<file path="config.mk">
export PLATFORM = sky130hd
export DESIGN_NAME = prog_loader_ctrl
export DESIGN_NICKNAME = d
export VERILOG_FILES = /design/src/rtl/prog_loader_pkg.sv /design/src/rtl/prog_word_assembler.sv /design/src/rtl/prog_loader_ctrl.sv
export SDC_FILE = /design/constraint.sdc
export NUM_CORES = 1
export LEC_CHECK = 0
export CAP_MARGIN = 30
export CORE_ASPECT_RATIO = 1.2
export CORE_UTILIZATION = 55
export CTS_CLUSTER_DIAMETER = 80
export CTS_CLUSTER_SIZE = 10
export DETAILED_ROUTE_END_ITERATION = 10
export PLACE_DENSITY_LB_ADDON = 0.12
export SETUP_SLACK_MARGIN = 0.1
export SLEW_MARGIN = 20
export SYNTH_ARGS = -nofsm -noshare
export SYNTH_HDL_FRONTEND = slang
export SYNTH_SLANG_ARGS = --single-unit
</file>
<file path="constraint.sdc">
create_clock -name wb_clk_i -period 7.8 [get_ports wb_clk_i]
set_input_delay 1.56 -clock wb_clk_i [delete_from_list [all_inputs] [get_ports wb_clk_i]]
set_output_delay 1.56 -clock wb_clk_i [all_outputs]
set_load 0.02 [all_outputs]
</file>
<file path="src/rtl/prog_loader_pkg.sv">
// Shared types and helpers for the UART boot-path program loader.
package prog_loader_pkg;

  typedef enum logic [2:0] {
    ST_IDLE,
    ST_RECV,
    ST_CHECK,
    ST_WRITE,
    ST_DONE
  } state_e;

  localparam logic [31:0] DEFAULT_END_MARKER = 32'h0000_0FFF;

  // Width of a counter that must reach cycles-1.
  function automatic int timer_width(input int cycles);
    return (cycles > 1) ? $clog2(cycles) : 1;
  endfunction

endpackage

</file>
<file path="src/rtl/prog_word_assembler.sv">
// Packs UART bytes little-endian into 32-bit words and discards a partial
// word when the byte stream stalls for TIMEOUT_CYC cycles.
module prog_word_assembler
  import prog_loader_pkg::*;
#(
  parameter int TIMEOUT_CYC = 20000
) (
  input  logic        clk,
  input  logic        rst,
  input  logic        clear_i,
  input  logic        enable_i,
  input  logic        rx_valid_i,
  input  logic [7:0]  rx_byte_i,
  output logic        word_valid_o,
  output logic [31:0] word_o,
  output logic        frame_err_o
);

  localparam int TW = timer_width(TIMEOUT_CYC);
  localparam logic [TW-1:0] TIMER_MAX = TW'(TIMEOUT_CYC - 1);

  logic [1:0]    byte_idx_q, byte_idx_d;
  logic [23:0]   lanes_q, lanes_d;
  logic [31:0]   word_q, word_d;
  logic [TW-1:0] timer_q, timer_d;

  // NOTE: every signal assigned in always_comb gets a default first, so no
  // path leaves it unassigned and no latch is inferred.
  always_comb begin
    byte_idx_d   = byte_idx_q;
    lanes_d      = lanes_q;
    word_d       = word_q;
    timer_d      = timer_q;
    word_valid_o = 1'b0;
    frame_err_o  = 1'b0;

    if (clear_i) begin
      byte_idx_d = '0;
      lanes_d    = '0;
      timer_d    = '0;
    end else if (enable_i && rx_valid_i) begin
      timer_d = '0;
      case (byte_idx_q)
        2'd0:    lanes_d[7:0]   = rx_byte_i;
        2'd1:    lanes_d[15:8]  = rx_byte_i;
        2'd2:    lanes_d[23:16] = rx_byte_i;
        default: begin
          // Fourth byte goes straight into the word register, not a lane.
          word_d       = {rx_byte_i, lanes_q};
          word_valid_o = 1'b1;
        end
      endcase
      byte_idx_d = byte_idx_q + 2'd1;
    end else if (byte_idx_q != 2'd0) begin
      if (timer_q == TIMER_MAX) begin
        byte_idx_d  = '0;
        timer_d     = '0;
        frame_err_o = 1'b1;
      end else begin
        timer_d = timer_q + 1'b1;
      end
    end else begin
      timer_d = '0;
    end
  end

  // NOTE: sequential state uses non-blocking assignments only, so every flop
  // samples its pre-edge inputs regardless of evaluation order.
  always_ff @(posedge clk or posedge rst) begin
    if (rst) begin
      byte_idx_q <= '0;
      lanes_q    <= '0;
      word_q     <= '0;
      timer_q    <= '0;
    end else begin
      byte_idx_q <= byte_idx_d;
      lanes_q    <= lanes_d;
      word_q     <= word_d;
      timer_q    <= timer_d;
    end
  end

  assign word_o = word_q;

endmodule

</file>
<file path="src/rtl/prog_loader_ctrl.sv">
// Boot-path loader: writes UART-received words to imem and holds the core in
// reset until the end marker arrives.
module prog_loader_ctrl
  import prog_loader_pkg::*;
#(
  parameter int          ADDR_W      = 8,
  parameter int          MEM_WORDS   = 256,
  parameter logic [31:0] END_MARKER  = DEFAULT_END_MARKER,
  parameter int          TIMEOUT_CYC = 20000
) (
  input  logic              wb_clk_i,
  input  logic              wb_rst_i,
  input  logic              load_en_i,
  input  logic              rx_valid_i,
  input  logic [7:0]        rx_byte_i,
  output logic              imem_we_o,
  output logic [ADDR_W-1:0] imem_addr_o,
  output logic [31:0]       imem_wdata_o,
  output logic              core_rst_o,
  output logic              done_o,
  output logic              overflow_o,
  output logic              frame_err_o,
  output logic [ADDR_W:0]   word_cnt_o
);

  localparam logic [ADDR_W:0] MEM_LIMIT = (ADDR_W + 1)'(MEM_WORDS);

  state_e            state_q, state_d;
  logic [ADDR_W:0]   cnt_q, cnt_d;
  logic [ADDR_W-1:0] addr_q, addr_d;
  logic [31:0]       wdata_q, wdata_d;
  logic              ovf_q, ovf_d;
  logic              ferr_q, ferr_d;
  logic              load_en_prev_q;

  logic        asm_active;
  logic        word_valid;
  logic [31:0] word;
  logic        asm_frame_err;

  assign asm_active = (state_q == ST_RECV) || (state_q == ST_CHECK) ||
                      (state_q == ST_WRITE);

  prog_word_assembler #(
    .TIMEOUT_CYC (TIMEOUT_CYC)
  ) u_asm (
    .clk          (wb_clk_i),
    .rst          (wb_rst_i),
    .clear_i      (!asm_active),
    .enable_i     (load_en_i),
    .rx_valid_i   (rx_valid_i),
    .rx_byte_i    (rx_byte_i),
    .word_valid_o (word_valid),
    .word_o       (word),
    .frame_err_o  (asm_frame_err)
  );

  always_comb begin
    state_d = state_q;
    cnt_d   = cnt_q;
    addr_d  = addr_q;
    wdata_d = wdata_q;
    ovf_d   = ovf_q;
    ferr_d  = ferr_q | asm_frame_err;

    case (state_q)
      ST_IDLE: begin
        if (load_en_i) begin
          state_d = ST_RECV;
          cnt_d   = '0;
          ovf_d   = 1'b0;
          ferr_d  = 1'b0;
        end
      end
      ST_RECV: begin
        if (!load_en_i)      state_d = ST_IDLE;
        else if (word_valid) state_d = ST_CHECK;
      end
      ST_CHECK: begin
        // Marker wins over overflow so a full image plus marker ends cleanly.
        if (!load_en_i) begin
          state_d = ST_IDLE;
        end else if (word == END_MARKER) begin
          state_d = ST_DONE;
        end else if (cnt_q == MEM_LIMIT) begin
          state_d = ST_DONE;
          ovf_d   = 1'b1;
        end else begin
          state_d = ST_WRITE;
          addr_d  = cnt_q[ADDR_W-1:0];
          wdata_d = word;
        end
      end
      ST_WRITE: begin
        cnt_d   = cnt_q + 1'b1;
        state_d = load_en_i ? ST_RECV : ST_IDLE;
      end
      ST_DONE: begin
        if (load_en_i && !load_en_prev_q) begin
          state_d = ST_RECV;
          cnt_d   = '0;
          ovf_d   = 1'b0;
          ferr_d  = 1'b0;
        end
      end
      default: state_d = ST_IDLE;
    endcase
  end

  always_ff @(posedge wb_clk_i or posedge wb_rst_i) begin
    if (wb_rst_i) begin
      state_q        <= ST_IDLE;
      cnt_q          <= '0;
      addr_q         <= '0;
      wdata_q        <= '0;
      ovf_q          <= 1'b0;
      ferr_q         <= 1'b0;
      load_en_prev_q <= 1'b0;
    end else begin
      state_q        <= state_d;
      cnt_q          <= cnt_d;
      addr_q         <= addr_d;
      wdata_q        <= wdata_d;
      ovf_q          <= ovf_d;
      ferr_q         <= ferr_d;
      load_en_prev_q <= load_en_i;
    end
  end

  assign imem_we_o    = (state_q == ST_WRITE);
  assign imem_addr_o  = addr_q;
  assign imem_wdata_o = wdata_q;
  assign core_rst_o   = (state_q != ST_DONE);
  assign done_o       = (state_q == ST_DONE);
  assign overflow_o   = ovf_q;
  assign frame_err_o  = ferr_q;
  assign word_cnt_o   = cnt_q;

endmodule

</file>
==> impl_summary.log <==
INFO  metric pwr_density_cell = 220 nW/um2
INFO  metric final_total_power = 1.49 mW
INFO  metric instances_no_fill = 640
INFO  metric setup-tns-final = 0 ns
INFO  metric maxCapViolations = 0
INFO  metric synthDistinctLibCells = 36
INFO  metric routed_wire_length_per_instance = 16.8 um
INFO  metric seqCellArea = about 3200 um2
INFO  metric rows = 39
INFO  metric gp_congestion = slightly below 0.8
INFO  metric synth.cell_area = 5520 um2
INFO  metric fin_worst_skew = 0.00606 ns
INFO  metric multi_input_area = 2130 um2
INFO  metric first_global_vias = 3583
INFO  metric finalWorstPathRequiredPeriod = between 3 and 4 ns
INFO  metric cts_resized = 0
INFO  metric detailedRoute.firstPassIterationCount = 4
INFO  metric seq_area_frac_synth = 58.1%
INFO  metric initial_utilization = 57.4%
INFO  metric syn-num-nets = 457
INFO  metric synthesis.instances = roughly 440
INFO  metric p_leak = a little over 3 nW
INFO  metric r2r_setup_slack = 4.88 ns
INFO  metric port_buffers = 65
INFO  metric path_class = input port to register
INFO  metric die_area = ~10000 um2
INFO  metric final_setup_violation_count = 0
INFO  metric dpl.cell_count = 608
INFO  metric hold_path_class = register to register
INFO  metric boundaryPins = between 60 and 70
INFO  metric drcViolationCount = 0
INFO  metric maxClockFrequency = 263 MHz
INFO  metric critical_path_arrival = 4.09 ns
INFO  metric cts-buffers-inserted = 17
INFO  metric clock_path_buffers = 2
INFO  metric hold_viol = 0
INFO  metric synth.avg_cell_area = 12.6 um2
INFO  metric timing.critical_path.from_type = input port
INFO  metric worst_setup_hold_path_clk_slew = 0.06 ns
INFO  metric clock_latency = 0.41 ns
INFO  metric syn2layout_area_growth = 22.7%
INFO  metric post_cts_buffers = 0
INFO  metric grt_first_pass_wirelength = 18300 um
INFO  metric final_antenna_net_count = 0
INFO  metric final_layout_size_suffix_gt1_share = a little over a fifth
INFO  metric dieWidth = roughly 93 um
INFO  metric grt_start_max_net_pins = 69
INFO  metric cts_htree_levels = 4
INFO  metric number_of_synthesized_flops_with_an_enable_pin = 0
INFO  metric number_of_antenna_violations_at_the_first_check_in_global_routing = 0
INFO  metric yosysWarnings = 0
INFO  metric fillCellCount = 687
INFO  metric drt_wl_total = ~11000 um
INFO  metric cts_hold_buf = 0
INFO  metric floorplan_die_height = around 110 um
INFO  metric cts.root.buffer_cell = sky130_fd_sc_hd__clkbuf_16
INFO  metric grt_use_total = 22.8%
INFO  metric hpwlAfterDp = about 6800 um
INFO  metric slew_limit_headroom = 44.6%
INFO  metric final_min_period_over_clock_period = 48.7%
INFO  metric synth_seq_cells = 128
INFO  metric ir_drop = 0.000178 V
INFO  metric via_count = 3569
INFO  metric ys_dominant_reg_cell = sky130_fd_sc_hd__dfrtp_1
INFO  metric post_drt_via_cell_ratio = 5.58
INFO  metric worst_pin_slew = 0.831 ns
INFO  metric antenna_cells = 0
INFO  metric synth_async_sr_flop_share = 100%
INFO  metric drt_iter0_drc = around 180
INFO  metric final_net_count = 523
INFO  metric outcome = finished clean
INFO  metric path_max_fanout = 33
INFO  metric clock_sink_count = 128
INFO  metric worstPathRequired = 8.09 ns
INFO  metric slew_viol_final = 0
INFO  metric rsz0062_at_grt = false
INFO  metric cts_tree = done
INFO  metric critical_path.endpoint_type = register
INFO  metric core-area = 9610 um2
INFO  metric grt_overflow_total = 0
[state kept, by name, indices dropped and copies added, names as in the netlist]
name and cells:
u_asm.lanes_q 24, imem_addr_o 8, u_asm.byte_idx_q 2, frame_err_o 1, word_cnt_o 9, u_asm.timer_q 15, overflow_o 1, u_asm.word_o 32
imem_wdata_o 32, state_q 3, load_en_prev_q 1
[path summary, 6_finish.rpt]
check / startpoint / end / cells past startpoint
setup / recovery: load_en_i / u_asm.word_o[27] / 6
hold / removal: u_asm.lanes_q[4] / u_asm.word_o[4] / 1
setup reg to reg: u_asm.word_o[18] / imem_wdata_o[12] / 6
hold reg to reg: u_asm.lanes_q[4] / u_asm.word_o[4] / 1
max in group asynchronous: wb_rst_i / u_asm.lanes_q[3] / 3
min in group asynchronous: wb_rst_i / u_asm.timer_q[11] / 2
[per-stage QoR]
stage                     cell area, um2  utilization, %  hold WS [ns]  worst slack [ns]
after floorplan                     5520               -         0.469              2.83
after global placement              6200            64.5         0.488              3.67
after detailed placement            6200            64.5         0.494              3.60
after CTS                           6770            70.4         0.507              4.00
after global routing                6770            70.4         0.516              3.84
final                               6770            70.4         0.504              4.00
[routing by layer]
layer  routed length, um  vias up  part of all wire, %  GRT usage [%]
li1                    -     1669                    -              -
met1                5180     1793                   48           32.7
met2                5050       90                   47           34.2
met3                 363       17                  3.4           6.22
met4                 132        0                  1.2           6.67
met5                   0        -                    0              0
[where the power goes]
part           switching [mW]  total [mW]  internal [mW]  leakage (nW)
combinational          0.0424      0.0578         0.0154          1.04
sequential            0.00556       0.678          0.672          1.78
clock                   0.280       0.754          0.474         0.287
total                   0.328        1.49           1.16          3.11
[cells in the final DEF (no fill, tap or decap), types with 3 or more instances in the layout]
cell type and count:
sky130_fd_sc_hd__clkdlybuf4s50_1 65, sky130_fd_sc_hd__nor4_1 7, sky130_fd_sc_hd__clkbuf_16 17, sky130_fd_sc_hd__mux2_2 34, sky130_fd_sc_hd__nand2_1 42, sky130_fd_sc_hd__mux2_4 38
sky130_fd_sc_hd__a21oi_1 24, sky130_fd_sc_hd__nand2b_1 4, sky130_fd_sc_hd__buf_4 4, sky130_fd_sc_hd__xor2_1 15, sky130_fd_sc_hd__nor3_1 3, sky130_fd_sc_hd__xnor2_1 5
sky130_fd_sc_hd__nand4_1 12, sky130_fd_sc_hd__dfrtp_1 128, sky130_fd_sc_hd__nor4b_1 3, sky130_fd_sc_hd__and3_1 5, sky130_fd_sc_hd__inv_1 7, sky130_fd_sc_hd__nand3_1 34
sky130_fd_sc_hd__nor2_1 28, sky130_fd_sc_hd__ha_1 7, sky130_fd_sc_hd__clkinv_2 8
[cells in the mapped netlist, drive strengths merged, types with 7 or more instances]
cell    count  area, um2
nor4        7       43.8
nor2       28        105
xor2       15        131
a21oi      24        120
nand4      12       75.1
nand2      42        158
clkbuf     16       60.1
ha          7       87.6
inv         8       30.0
nand3      34        170
mux2       72        953
dfrtp     128       3200
[worst max-delay path, cell delays in order]
cell and delay (ns):
sky130_fd_sc_hd__clkdlybuf4s50_1 0.56, sky130_fd_sc_hd__and2_1 0.16, sky130_fd_sc_hd__buf_4 0.29, sky130_fd_sc_hd__and3_1 0.74
sky130_fd_sc_hd__buf_4 0.38, sky130_fd_sc_hd__mux2_2 0.38
[cell families (layout without fill, tap and decap cells)]
| group | after synthesis | in the layout | share of synthesized area (%) |
|---|---|---|---|
| buffers and inverters | 30 | 109 | 3.27 |
| AO/OA/AOI/OAI | 32 | 32 | 3.29 |
| adder cells (fa/ha/maj) | 7 | 7 | 1.59 |
| XOR/XNOR | 20 | 20 | 3.18 |
| AND/OR/NAND/NOR | 149 | 149 | 13.3 |
| flip-flops | 128 | 128 | 58.1 |
| multiplexers | 72 | 72 | 17.3 |
[layout make-up]
class	instances	share of cell area (%)
clock buffer	20	6.60
clock inverter	12	1.74
inverter	8	0.481
multi-input combinational	280	31.5
sequential	128	47.3
tap	123	2.27
timing repair buffer	69	10.1
(Power assumes the default switching activity.)
